$ cat config.mk
export PLATFORM = sky130hd
export DESIGN_NAME = spi_sfr_seq_flat
export DESIGN_NICKNAME = d
export VERILOG_FILES = /design/src/rtl/spi_sfr_seq_if.sv /design/src/rtl/spi_sfr_seq.sv /design/src/flat_wrapper.sv
export SDC_FILE = /design/constraint.sdc
export NUM_CORES = 1
export LEC_CHECK = 0
export ABC_AREA = 0
export ABC_CLOCK_PERIOD_IN_PS = 2500
export CAP_MARGIN = 20
export CELL_PAD_IN_SITES_DETAIL_PLACEMENT = 1
export CELL_PAD_IN_SITES_GLOBAL_PLACEMENT = 1
export CORE_UTILIZATION = 35
export CTS_BUF_LIST = sky130_fd_sc_hd__clkbuf_4 sky130_fd_sc_hd__clkbuf_8
export DETAILED_ROUTE_END_ITERATION = 7
export PLACE_DENSITY = 0.82
export REMOVE_ABC_BUFFERS = 1
export SETUP_SLACK_MARGIN = 0.05
export SLEW_MARGIN = 20
export SYNTH_ARGS = -nofsm -noshare
export SYNTH_HDL_FRONTEND = slang
export SYNTH_SLANG_ARGS = --single-unit
export TNS_END_PERCENT = 20
$ cat constraint.sdc
create_clock -name clk -period 2.5 [get_ports clk]
set_input_delay 0.25 -clock clk [delete_from_list [all_inputs] [get_ports clk]]
set_output_delay 0.25 -clock clk [all_outputs]
set_load 0.05 [all_outputs]
$ cat src/rtl/spi_sfr_seq_if.sv
// rtl/spi_sfr_seq_if.sv - stream and SFR bus bundle between spi_sfr_seq and its surroundings
// Purpose: groups the tx/rx byte streams, slave-select, SFR write/read ports and status flags.
// Modports:
//   master : the sequencer view (drives tx_ready, rx_*, spssn, SFR write port, sfraddr_r, busy, err_timeout)
//   slave  : the environment view (drives tx_*, ss_sel, rx_ready, sfr_data)
interface spi_sfr_seq_if;
  logic [7:0] tx_data;
  logic       tx_valid;
  logic       tx_ready;
  logic [7:0] rx_data;
  logic       rx_valid;
  logic       rx_ready;
  logic [7:0] ss_sel;
  logic [7:0] spssn;
  logic [1:0] sfraddr_w;
  logic       sfrwe;
  logic [7:0] spidata;
  logic [2:0] sfraddr_r;
  logic [7:0] sfr_data;
  logic       busy;
  logic       err_timeout;

  modport master (
    input  tx_data, tx_valid, rx_ready, ss_sel, sfr_data,
    output tx_ready, rx_data, rx_valid, spssn, sfraddr_w, sfrwe, spidata, sfraddr_r,
           busy, err_timeout
  );

  modport slave (
    output tx_data, tx_valid, rx_ready, ss_sel, sfr_data,
    input  tx_ready, rx_data, rx_valid, spssn, sfraddr_w, sfrwe, spidata, sfraddr_r,
           busy, err_timeout
  );
endinterface

$ cat src/rtl/spi_sfr_seq.sv
// rtl/spi_sfr_seq.sv - SFR-bus sequencer turning a byte stream into spi_ms master transfers
// Purpose: configures the SPI core after reset, writes each accepted tx byte to the core's
//   transmit register, polls the status register for a fresh done flag, reads the received
//   byte back and returns it on the rx stream. One byte in flight at a time.
// Ports:
//   clk          : system clock shared with the SPI core
//   rst_n        : asynchronous active-low reset
//   bus (master) : tx stream (tx_data/tx_valid/tx_ready + ss_sel), rx stream
//                  (rx_data/rx_valid/rx_ready), spssn, SFR write port (sfraddr_w/sfrwe/spidata),
//                  SFR read port (sfraddr_r/sfr_data), busy, err_timeout
module spi_sfr_seq #(
  parameter logic [7:0] CR1_VAL = 8'h10,
  parameter logic [7:0] CR2_VAL = 8'h00,
  parameter logic [7:0] BR_VAL  = 8'h03,
  parameter int         TIMEOUT = 1024
) (
  input  logic          clk,
  input  logic          rst_n,
  spi_sfr_seq_if.master bus
);

  localparam int            TW          = $clog2(TIMEOUT + 1);
  localparam logic [TW-1:0] TLIM        = TW'(TIMEOUT);
  localparam logic [1:0]    ADDR_CR1    = 2'd0;
  localparam logic [1:0]    ADDR_CR2    = 2'd1;
  localparam logic [1:0]    ADDR_BR     = 2'd2;
  localparam logic [1:0]    ADDR_TXDATA = 2'd3;
  localparam logic [2:0]    ADDR_STATUS = 3'd3;
  localparam logic [2:0]    ADDR_RXDATA = 3'd5;
  // status register stage plus read-data register stage in the core
  localparam logic [1:0]    SETTLE      = 2'd2;

  typedef enum logic [3:0] {
    CFG1,
    CFG2,
    CFGBR,
    IDLE,
    LOAD,
    WAIT_LO,
    WAIT_HI,
    RD,
    OUT
  } state_t;

  state_t        state, state_n;
  logic          tx_ready_q, tx_ready_n;
  logic [7:0]    rx_data_q, rx_data_n;
  logic          rx_valid_q, rx_valid_n;
  logic [7:0]    spssn_q, spssn_n;
  logic [1:0]    sfraddr_w_q, sfraddr_w_n;
  logic          sfrwe_q, sfrwe_n;
  logic [7:0]    spidata_q, spidata_n;
  logic [2:0]    sfraddr_r_q, sfraddr_r_n;
  logic          busy_q, busy_n;
  logic          err_q, err_n;
  logic [1:0]    settle_q, settle_n;
  logic [TW-1:0] tcnt_q, tcnt_n;
  logic [TW-1:0] tcnt_inc;
  logic          timeout_hit;
  logic          accept;

  assign accept      = bus.tx_valid && tx_ready_q;
  // one counter spans both wait states; it saturates rather than wrapping
  assign tcnt_inc    = (tcnt_q == TLIM) ? tcnt_q : tcnt_q + TW'(1);
  assign timeout_hit = (tcnt_inc == TLIM);

  always_ff @(posedge clk or negedge rst_n) begin
    if (!rst_n) begin
      state       <= CFG1;
      tx_ready_q  <= 1'b0;
      rx_data_q   <= 8'h00;
      rx_valid_q  <= 1'b0;
      spssn_q     <= 8'hFF;
      sfraddr_w_q <= 2'd0;
      sfrwe_q     <= 1'b0;
      spidata_q   <= 8'h00;
      sfraddr_r_q <= 3'd0;
      busy_q      <= 1'b0;
      err_q       <= 1'b0;
      settle_q    <= 2'd0;
      tcnt_q      <= '0;
    end else begin
      state       <= state_n;
      tx_ready_q  <= tx_ready_n;
      rx_data_q   <= rx_data_n;
      rx_valid_q  <= rx_valid_n;
      spssn_q     <= spssn_n;
      sfraddr_w_q <= sfraddr_w_n;
      sfrwe_q     <= sfrwe_n;
      spidata_q   <= spidata_n;
      sfraddr_r_q <= sfraddr_r_n;
      busy_q      <= busy_n;
      err_q       <= err_n;
      settle_q    <= settle_n;
      tcnt_q      <= tcnt_n;
    end
  end

  // Every output is registered, so this block computes the value each output
  // register takes at the next edge, together with the next state.
  always_comb begin
    state_n     = state;
    tx_ready_n  = 1'b0;
    rx_data_n   = rx_data_q;
    rx_valid_n  = rx_valid_q;
    spssn_n     = spssn_q;
    sfraddr_w_n = sfraddr_w_q;
    sfrwe_n     = 1'b0;
    spidata_n   = spidata_q;
    sfraddr_r_n = sfraddr_r_q;
    err_n       = 1'b0;
    settle_n    = settle_q;
    tcnt_n      = tcnt_q;

    unique case (state)
      CFG1: begin
        sfrwe_n     = 1'b1;
        sfraddr_w_n = ADDR_CR1;
        spidata_n   = CR1_VAL;
        state_n     = CFG2;
      end
      CFG2: begin
        sfrwe_n     = 1'b1;
        sfraddr_w_n = ADDR_CR2;
        spidata_n   = CR2_VAL;
        state_n     = CFGBR;
      end
      CFGBR: begin
        sfrwe_n     = 1'b1;
        sfraddr_w_n = ADDR_BR;
        spidata_n   = BR_VAL;
        state_n     = IDLE;
      end
      IDLE: begin
        if (accept) begin
          // the tx byte goes straight into the write-data register, which
          // the LOAD cycle presents to the core together with sfrwe
          spssn_n     = bus.ss_sel;
          sfrwe_n     = 1'b1;
          sfraddr_w_n = ADDR_TXDATA;
          spidata_n   = bus.tx_data;
          state_n     = LOAD;
        end else begin
          tx_ready_n = 1'b1;
        end
      end
      LOAD: begin
        sfraddr_r_n = ADDR_STATUS;
        settle_n    = SETTLE;
        tcnt_n      = '0;
        state_n     = WAIT_LO;
      end
      WAIT_LO: begin
        tcnt_n = tcnt_inc;
        if (timeout_hit) begin
          err_n   = 1'b1;
          spssn_n = 8'hFF;
          state_n = IDLE;
        end else if (settle_q != 2'd0) begin
          settle_n = settle_q - 2'd1;
        end else if (!bus.sfr_data[0]) begin
          // done flag seen low: any stale flag from the previous byte is gone
          state_n = WAIT_HI;
        end
      end
      WAIT_HI: begin
        tcnt_n = tcnt_inc;
        if (timeout_hit) begin
          err_n   = 1'b1;
          spssn_n = 8'hFF;
          state_n = IDLE;
        end else if (bus.sfr_data[0]) begin
          sfraddr_r_n = ADDR_RXDATA;
          settle_n    = SETTLE;
          state_n     = RD;
        end
      end
      RD: begin
        if (settle_q != 2'd0) begin
          settle_n = settle_q - 2'd1;
        end else begin
          rx_data_n  = bus.sfr_data;
          rx_valid_n = 1'b1;
          state_n    = OUT;
        end
      end
      OUT: begin
        if (bus.rx_ready) begin
          rx_valid_n = 1'b0;
          spssn_n    = 8'hFF;
          state_n    = IDLE;
        end
      end
      default: begin
        state_n = CFG1;
      end
    endcase

    busy_n = (state_n != IDLE);
  end

  assign bus.tx_ready    = tx_ready_q;
  assign bus.rx_data     = rx_data_q;
  assign bus.rx_valid    = rx_valid_q;
  assign bus.spssn       = spssn_q;
  assign bus.sfraddr_w   = sfraddr_w_q;
  assign bus.sfrwe       = sfrwe_q;
  assign bus.spidata     = spidata_q;
  assign bus.sfraddr_r   = sfraddr_r_q;
  assign bus.busy        = busy_q;
  assign bus.err_timeout = err_q;

endmodule
$ cat src/flat_wrapper.sv
// flat-port wrapper written by rule: the top's interface ports become plain ports
module spi_sfr_seq_flat 
#(
  parameter logic [7:0] CR1_VAL = 8'h10,
  parameter logic [7:0] CR2_VAL = 8'h00,
  parameter logic [7:0] BR_VAL  = 8'h03,
  parameter int         TIMEOUT = 1024
)
  (clk, rst_n, bus_tx_data, bus_tx_valid, bus_rx_ready, bus_ss_sel, bus_sfr_data, bus_tx_ready, bus_rx_data, bus_rx_valid, bus_spssn, bus_sfraddr_w, bus_sfrwe, bus_spidata, bus_sfraddr_r, bus_busy, bus_err_timeout);
  spi_sfr_seq_if bus_i ();
  input  logic clk;
  input  logic rst_n;
  input wire logic [$bits(bus_i.tx_data)-1:0] bus_tx_data;
  input wire logic [$bits(bus_i.tx_valid)-1:0] bus_tx_valid;
  input wire logic [$bits(bus_i.rx_ready)-1:0] bus_rx_ready;
  input wire logic [$bits(bus_i.ss_sel)-1:0] bus_ss_sel;
  input wire logic [$bits(bus_i.sfr_data)-1:0] bus_sfr_data;
  output wire logic [$bits(bus_i.tx_ready)-1:0] bus_tx_ready;
  output wire logic [$bits(bus_i.rx_data)-1:0] bus_rx_data;
  output wire logic [$bits(bus_i.rx_valid)-1:0] bus_rx_valid;
  output wire logic [$bits(bus_i.spssn)-1:0] bus_spssn;
  output wire logic [$bits(bus_i.sfraddr_w)-1:0] bus_sfraddr_w;
  output wire logic [$bits(bus_i.sfrwe)-1:0] bus_sfrwe;
  output wire logic [$bits(bus_i.spidata)-1:0] bus_spidata;
  output wire logic [$bits(bus_i.sfraddr_r)-1:0] bus_sfraddr_r;
  output wire logic [$bits(bus_i.busy)-1:0] bus_busy;
  output wire logic [$bits(bus_i.err_timeout)-1:0] bus_err_timeout;
  assign bus_i.tx_data = bus_tx_data;
  assign bus_i.tx_valid = bus_tx_valid;
  assign bus_i.rx_ready = bus_rx_ready;
  assign bus_i.ss_sel = bus_ss_sel;
  assign bus_i.sfr_data = bus_sfr_data;
  assign bus_tx_ready = bus_i.tx_ready;
  assign bus_rx_data = bus_i.rx_data;
  assign bus_rx_valid = bus_i.rx_valid;
  assign bus_spssn = bus_i.spssn;
  assign bus_sfraddr_w = bus_i.sfraddr_w;
  assign bus_sfrwe = bus_i.sfrwe;
  assign bus_spidata = bus_i.spidata;
  assign bus_sfraddr_r = bus_i.sfraddr_r;
  assign bus_busy = bus_i.busy;
  assign bus_err_timeout = bus_i.err_timeout;
  spi_sfr_seq #(.CR1_VAL(CR1_VAL), .CR2_VAL(CR2_VAL), .BR_VAL(BR_VAL), .TIMEOUT(TIMEOUT)) u_core (.clk(clk), .rst_n(rst_n), .bus(bus_i));
endmodule
==> key figures, run 1 <==
Worst setup path
  – Setup Crit Path Kind: flop to flop
  – CP max stage delay: 470 ps
  – CP Data Required Time: 2740 ps
  – CP cell instances: inv_2, ha_4, nor4b_4, nand3_1, buf_4, mux2i_1, or4_4, buf_4, a21boi_4, buf_12, mux2_2
  – Top cell by count, worst path: buf_4
  – Reg-to-Reg End: u_core.bus.spssn[6]
  – Critical Path AT: 2920 ps
  – Crit-path max FO: 8
  – Worst Reg-to-Reg Cells: 11
  – CP max stage cell: dfrtp_2
  – Reg2Reg Launch Point: u_core.tcnt_q[0]
  – Critical Path Sink Type: flop
  – Worst R2R Setup Slack: -180 ps
  – CP Launch Type: flop

Drt
  – WL final: 8.72 mm
  – DR WL/cell: 18.4 um
  – DR vias: 2,548
  – Post-route DRC: 0
  – Routed Antenna Nets: 0
  – First-pass DRT Iterations: 4
  – Iter 0 DRT Violations: 90
  – Vias per cell: 5.39

Floorplanning
  – Die ar.: 0.00798 mm2
  – Site row count: 31
  – Core area: 0.00733 mm2
  – Chip height: 89.3 um
  – Initial Util: 0.364
  – Die width: 89.3 um
  – IO Count: 62

Clock network
  – Root Driver: clkbuf_8
  – Skew-Pair Late Insertion Delay: 320 ps
  – CTS clk-pin slew, worst paths: 110 ps
  – CTS H-Tree Depth: 2
  – Clock buffer depth: 2
  – CTS tree: yes
  – CTS buffer count: 5
  – Hold_buf cts: 0
  – # clock sinks: 51

Logic synthesis
  – Ys flop type: dfrtp_1
  – Synthesized area per cell: 9.82 um2
  – Synth top area share: 0.403
  – Largest family of logic cells by synthesized area: compound AO/OA/AOI/OAI gates
  – Number of synthesized flops with an enable pin: 0
  – Flops & latches, synth: 51
  – Area leader, netlist: dfrtp_1
  – Compound-Gate Fraction of Synth Area: 0.187
  – Synth cell count leaders: dfrtp_1, nand2_1, o21ai_0, nor2_1, mux2_2
  – Synth Area in Adders: 0.0141
  – Mapped cell area: 0.00267 mm2
  – Register area share after synthesis: 0.482
  – Most frequent cell after synthesis: dfrtp_1
  – Syn. warnings: 0
  – Mux cell area share after synthesis: 0.0754
  – Distinct cell type count after synthesis: 52
  – Synth Area in Simple Gates: 0.180
  – Cells after synthesis: 272
  – Largest cells by area after synthesis: dfrtp_1, dfstp_2, mux2_2
  – FFs w/ async S/R, synth: 1.00
  – Post-Synth XOR/XNOR Area: 0.0131

Global route
  – Antenna violations before repair: 0
  – Number of global-route vias before repair: 2,712
  – First-pass GRT wire length: 13.4 mm
  – Total track usage: 0.223
  – Pin count of the biggest net entering global routing: 52
  – Grt ovf: 0

Outcome
  – Status: finished, violations left
  – Failing checks: negative setup slack

Power and ir drop
  – Static Leak: 0.00165 uW
  – Power Dens Cells: 1260 mW/mm2
  – Peak supply drop: 0.000661 V

STA
  – Final setup viols: 11
  – Worst clock skew: 9.97 ps
  – Minimum clock period: 2680 ps
  – Max Slew Vio Count: 0
  – Tcrit/Tclk final: 1.07
  – Measured slew at the worst slew-check pin: 676 ps
  – Final worst slack: -179 ps
  – Max Fclk: 373 MHz
  – Worst relative slew slack: 0.549
  – RSZ-0062 raised after global routing: yes
  – Final hold vios: 0
  – Setup_tns: -1710 ps

Placement
  – Placed Area: 0.00355 mm2
  – RePlAce Congestion: 0.874
  – PortBufs: 61
  – DP HPWL: 5.55 mm

Finish
  – Share of cells above drive strength 1: 0.291
  – Post-route cell area: 0.00396 mm2
  – Nets: 404
  – Area Growth Syn to Fin: 48.4%
  – Antenna diodes: 0

Worst hold path
  – Hold Crit Class: input port to async pin

Run
  – Max Cap Viol: 0
==> metal layers <==
metal	global-route usage	wire (um)
met1	0.266	3560
met4	0.0779	197
met2	0.393	4590
met5	0	0
met3	0.0545	369
==> worst max-delay path, delay by kind of cell (launching register included) <==
family,cells,cell delay [ps]
buffers and inverters,4,570
adders and majority gates,1,130
muxes,2,470
AOI/OAI and AO/OA,1,140
DFF,1,470
and+or+nand+nor,3,830
==> cell families (layout without fill, tap and decap cells) <==
kind of cell / after synthesis / in the layout
buffers and inverters: 28 / 130
AO/OA/AOI/OAI: 74 / 74
XOR/XNOR: 4 / 4
multiplexers: 18 / 18
flip-flops: 51 / 51
adder cells (fa/ha/maj): 3 / 3
AND/OR/NAND/NOR: 94 / 94
==> per-stage QoR <==
step / setup WS [ps] / instances / utilization / total power [uW] / hold WS, ps
after floorplan: -111 / 256 / - / 3120 / -45.6
after global placement: -70.0 / 447 / 0.484 / 4030 / 411
after detailed placement: -267 / 447 / 0.484 / 4130 / 419
after CTS: -67.6 / 468 / 0.521 / 4860 / 74.2
after global routing: -219 / 473 / 0.541 / 5250 / 109
final: -179 / 473 / 0.541 / 4990 / 37.2
==> cells in the final DEF (no fill, tap or decap), types with 3 or more instances in the layout <==
cell type        Yosys  layout
or3_1                5       5
nand3_1             11       9
a21oi_1             11      11
buf_4                3      45
mux2_2              15      15
a22o_1               6       6
dfrtp_2              0       6
xnor2_1              4       4
nor2_1              18      18
dfstp_2              8       8
o41ai_1              4       4
inv_1               12      11
dfrtp_1             43      37
clkbuf_8             0       5
nand2_1             25      24
o21ai_0             24      21
clkdlybuf4s50_1      0      60
nand2b_1            11      11
o21ai_2              0       3
a31oi_1              6       5
nor3_1               6       5
nand4_1              5       5
o31ai_1              3       3
a21o_1               3       3
==> registers in the layout (all words and copies together) (netlist names) <==
| signal | flops |
|---|---|
| u_core.settle_q | 2 |
| u_core.bus.sfraddr_r | 3 |
| u_core.bus.rx_valid | 1 |
| u_core.bus.tx_ready | 1 |
| u_core.bus.err_timeout | 1 |
| u_core.bus.rx_data | 8 |
| u_core.bus.spidata | 8 |
| u_core.bus.spssn | 8 |
| u_core.bus.sfraddr_w | 2 |
| u_core.bus.busy | 1 |
| u_core.state | 4 |
| u_core.bus.sfrwe | 1 |
| u_core.tcnt_q | 11 |
==> worst max path at each step <==
stage	from	end	cells past startpoint
floorplan	u_core.tcnt_q[0]	u_core.bus.spssn[0]	8
global placement	u_core.tcnt_q[0]	u_core.settle_q[0]	10
detailed placement	u_core.tcnt_q[0]	u_core.settle_q[1]	10
CTS	u_core.tcnt_q[0]	u_core.tcnt_q[9]	16
global route	u_core.tcnt_q[0]	u_core.bus.spssn[7]	11
finish	u_core.tcnt_q[0]	u_core.bus.spssn[6]	11
==> repair_timing <==
| item | CTS | global route |
|---|---|---|
| gates resized for setup | 12 | 21 |
| buffers inserted | 13 | 9 |
| endpoints found under the setup margin | 16 | 21 |
| pin swaps | 6 | 7 |
| endpoints found under the hold margin | 0 | 0 |
==> power by group <==
group / internal [uW] / switching [uW]
Clock: 299 / 306
Sequential: 1180 / 248
Combinational: 1130 / 1820
==> layout make-up <==
cell class	instances	area [um2]
tap	99	124
timing repair buffer	110	1010
sequential	51	1290
inverter	12	45.0
clock inverter	3	43.8
fill	801	3370
clock buffer	5	68.8
multi-input combinational	193	1380
Power figures use the tool's default switching activity.
==> run 2, diff against run 1 <==
--- a/config.mk
+++ b/config.mk
@@ -16,6 +16,7 @@
 export PLACE_DENSITY = 0.82
 export REMOVE_ABC_BUFFERS = 1
 export SETUP_SLACK_MARGIN = 0.05
+export SKIP_CTS_REPAIR_TIMING = 1
 export SLEW_MARGIN = 20
 export SYNTH_ARGS = -nofsm -noshare
 export SYNTH_HDL_FRONTEND = slang
==> run 2 against run 1 <==
Compared with the run above:
- the run still ends with negative setup slack left
- total power is 0.84% lower
- design area is 1.8% lower
- fmax is 0.93% higher
- sequential cell count stayed put
- wire length is 5.2% lower
- largest cell class unchanged
==> key figures, run 2 (synthesis gave the netlist of run 1 again) <==
STA
  – Final worst slack: -155 ps (+24.8 ps)
  – Final hold vios: 0 (unchanged)
  – WHS: 39.8 ps (+2.62 ps)
  – Worst relative slew slack: 0.555 (+0.00607)
  – Worst clock skew: 8.73 ps (-1.24 ps)
  – Minimum clock period: 2650 ps (-24.8 ps)
  – Max Slew Vio Count: 0 (unchanged)
  – Max Fclk: 377 MHz (+0.93%)
  – Final setup viols: 10 (-1)
  – Tcrit/Tclk final: 1.06 (-0.00990)
  – RSZ-0062 raised after global routing: yes
  – Measured slew at the worst slew-check pin: 667 ps (-9.11 ps)

Power and ir drop
  – Power Dens Cells: 1270 mW/mm2 (+1.0%)
  – Static Leak: 0.00162 uW (-1.6%)
  – Peak supply drop: 0.000640 V (-3.1%)

Drt
  – Vias per cell: 5.41 (+0.34%)
  – Iter 0 DRT Violations: 99 (+10%)
  – DR vias: 2,508 (-1.6%)
  – DR WL/cell: 17.8 um (-3.4%)
  – First-pass DRT Iterations: 4 (unchanged)
  – Routed Antenna Nets: 0 (unchanged)
  – WL final: 8.27 mm (-5.2%)
  – Post-route DRC: 0 (unchanged)

Finish
  – Share of cells above drive strength 1: 0.268 (-0.0230)
  – Multi-input combinational cell area: 0.00137 mm2 (-1.2%)
  – Sequential Area: 0.00129 mm2 (about the same)
  – Post-route cell area: 0.00389 mm2 (-1.8%)
  – Top reg by flops: u_core.tcnt_q
  – Area Growth Syn to Fin: 45.7%
  – Antenna diodes: 0 (unchanged)
  – Fill cells: 811 (+1.2%)
  – Most frequent cells in the layout: clkdlybuf4s50_1, dfrtp_1, buf_4
  – Commonest non-fill, non-tap cell in the layout: clkdlybuf4s50_1
  – Nets: 395 (-2.2%)
  – Max FFs per register: 11 (unchanged)
  – Finished Layout Cells: 464 (-1.9%)

Global route
  – Grt ovf: 0 (unchanged)
  – Pin count of the biggest net entering global routing: 52 (unchanged)
  – Number of global-route vias before repair: 2,542 (-6.3%)
  – Total track usage: 0.201 (-0.0222)
  – First-pass GRT wire length: 12.3 mm (-8.5%)
  – Antenna violations before repair: 0 (unchanged)

Floorplanning
  – Die ar.: 0.00798 mm2 (unchanged)
  – Core area: 0.00733 mm2 (unchanged)
  – IO Count: 62 (unchanged)
  – Die width: 89.3 um (unchanged)
  – Site row count: 31 (unchanged)
  – Initial Util: 0.364 (unchanged)
  – Chip height: 89.3 um (unchanged)

Run
  – Max Cap Viol: 0 (unchanged)

Worst setup path
  – Critical Path Sink Type: flop
  – Setup Crit Path Kind: flop to flop
  – CP Launch Type: flop
  – CP Data Required Time: 2750 ps (about the same)
  – Crit-path max FO: 8 (unchanged)
  – Critical Path AT: 2900 ps (-20 ps)

Placement
  – Placed insts: 447 (unchanged)
  – DP HPWL: 5.55 mm (unchanged)
  – RePlAce Congestion: 0.874 (unchanged)
  – PortBufs: 61 (unchanged)
  – Placed Area: 0.00355 mm2 (unchanged)

Clock network
  – CTS tree: yes
  – CTS H-Tree Depth: 2 (unchanged)
  – CTS clk-pin slew, worst paths: 100 ps (about the same)
  – Clock buffer depth: 2 (unchanged)
  – Skew-Pair Late Insertion Delay: 310 ps (about the same)
  – # clock sinks: 51 (unchanged)
  – Root Driver: clkbuf_8
  – CTS buffer count: 5 (unchanged)

Outcome
  – Failing checks: negative setup slack
  – Status: finished, violations left

Worst hold path
  – Hold Crit Class: input port to async pin
-- run 2: stage by stage --
stage	setup slack [ps]	setup TNS (ps)	utilization	power [uW]
after floorplan	-111	-948	-	3120
after global placement	-70.0	-333	0.484	4030
after detailed placement	-267	-2240	0.484	4130
after CTS	-324	-2870	0.500	4750
after global routing	-231	-2290	0.531	5230
final	-155	-1320	0.531	4940
-- run 2: worst max-delay path: stages, from the launching register on --
cell and delay, ps:
dfrtp_2 450, buf_4 160, nor3_4 150, nand2_1 120
a211o_1 340, or4_4 580, buf_4 170, a21boi_4 140
buf_12 140, mux2_2 340
-- run 2: layer usage --
layer  wire, um  global-route usage  up-vias
li1           -                   -     1160
met1       3400               0.252     1267
met2       4320               0.355       65
met3        375              0.0489       16
met4        172              0.0390        0
met5          0                   0        -
-- run 2: final cells by class --
class,count,area share
timing repair buffer,101,0.244
clock buffer,5,0.0177
multi-input combinational,193,0.351
clock inverter,3,0.0113
tap,99,0.0318
inverter,12,0.0116
sequential,51,0.333
-- run 2: worst paths after layout --
path	cells after the start	slack (ps)	from	to
setup / recovery	9	-150	u_core.tcnt_q[7]	u_core.bus.spssn[7]
hold / removal	2	40	rst_n	u_core.tcnt_q[10]
setup reg to reg	9	-150	u_core.tcnt_q[7]	u_core.bus.spssn[7]
hold reg to reg	2	500	u_core.bus.spidata[1]	u_core.bus.spidata[1]
max in group asynchronous	2	1970	rst_n	u_core.tcnt_q[2]
min in group clk	2	500	u_core.bus.spidata[1]	u_core.bus.spidata[1]
-- run 2: where the power goes --
part	switching (uW)	internal, uW	total (uW)
Clock	296	299	595
Sequential	242	1180	1430
Combinational	1780	1140	2920
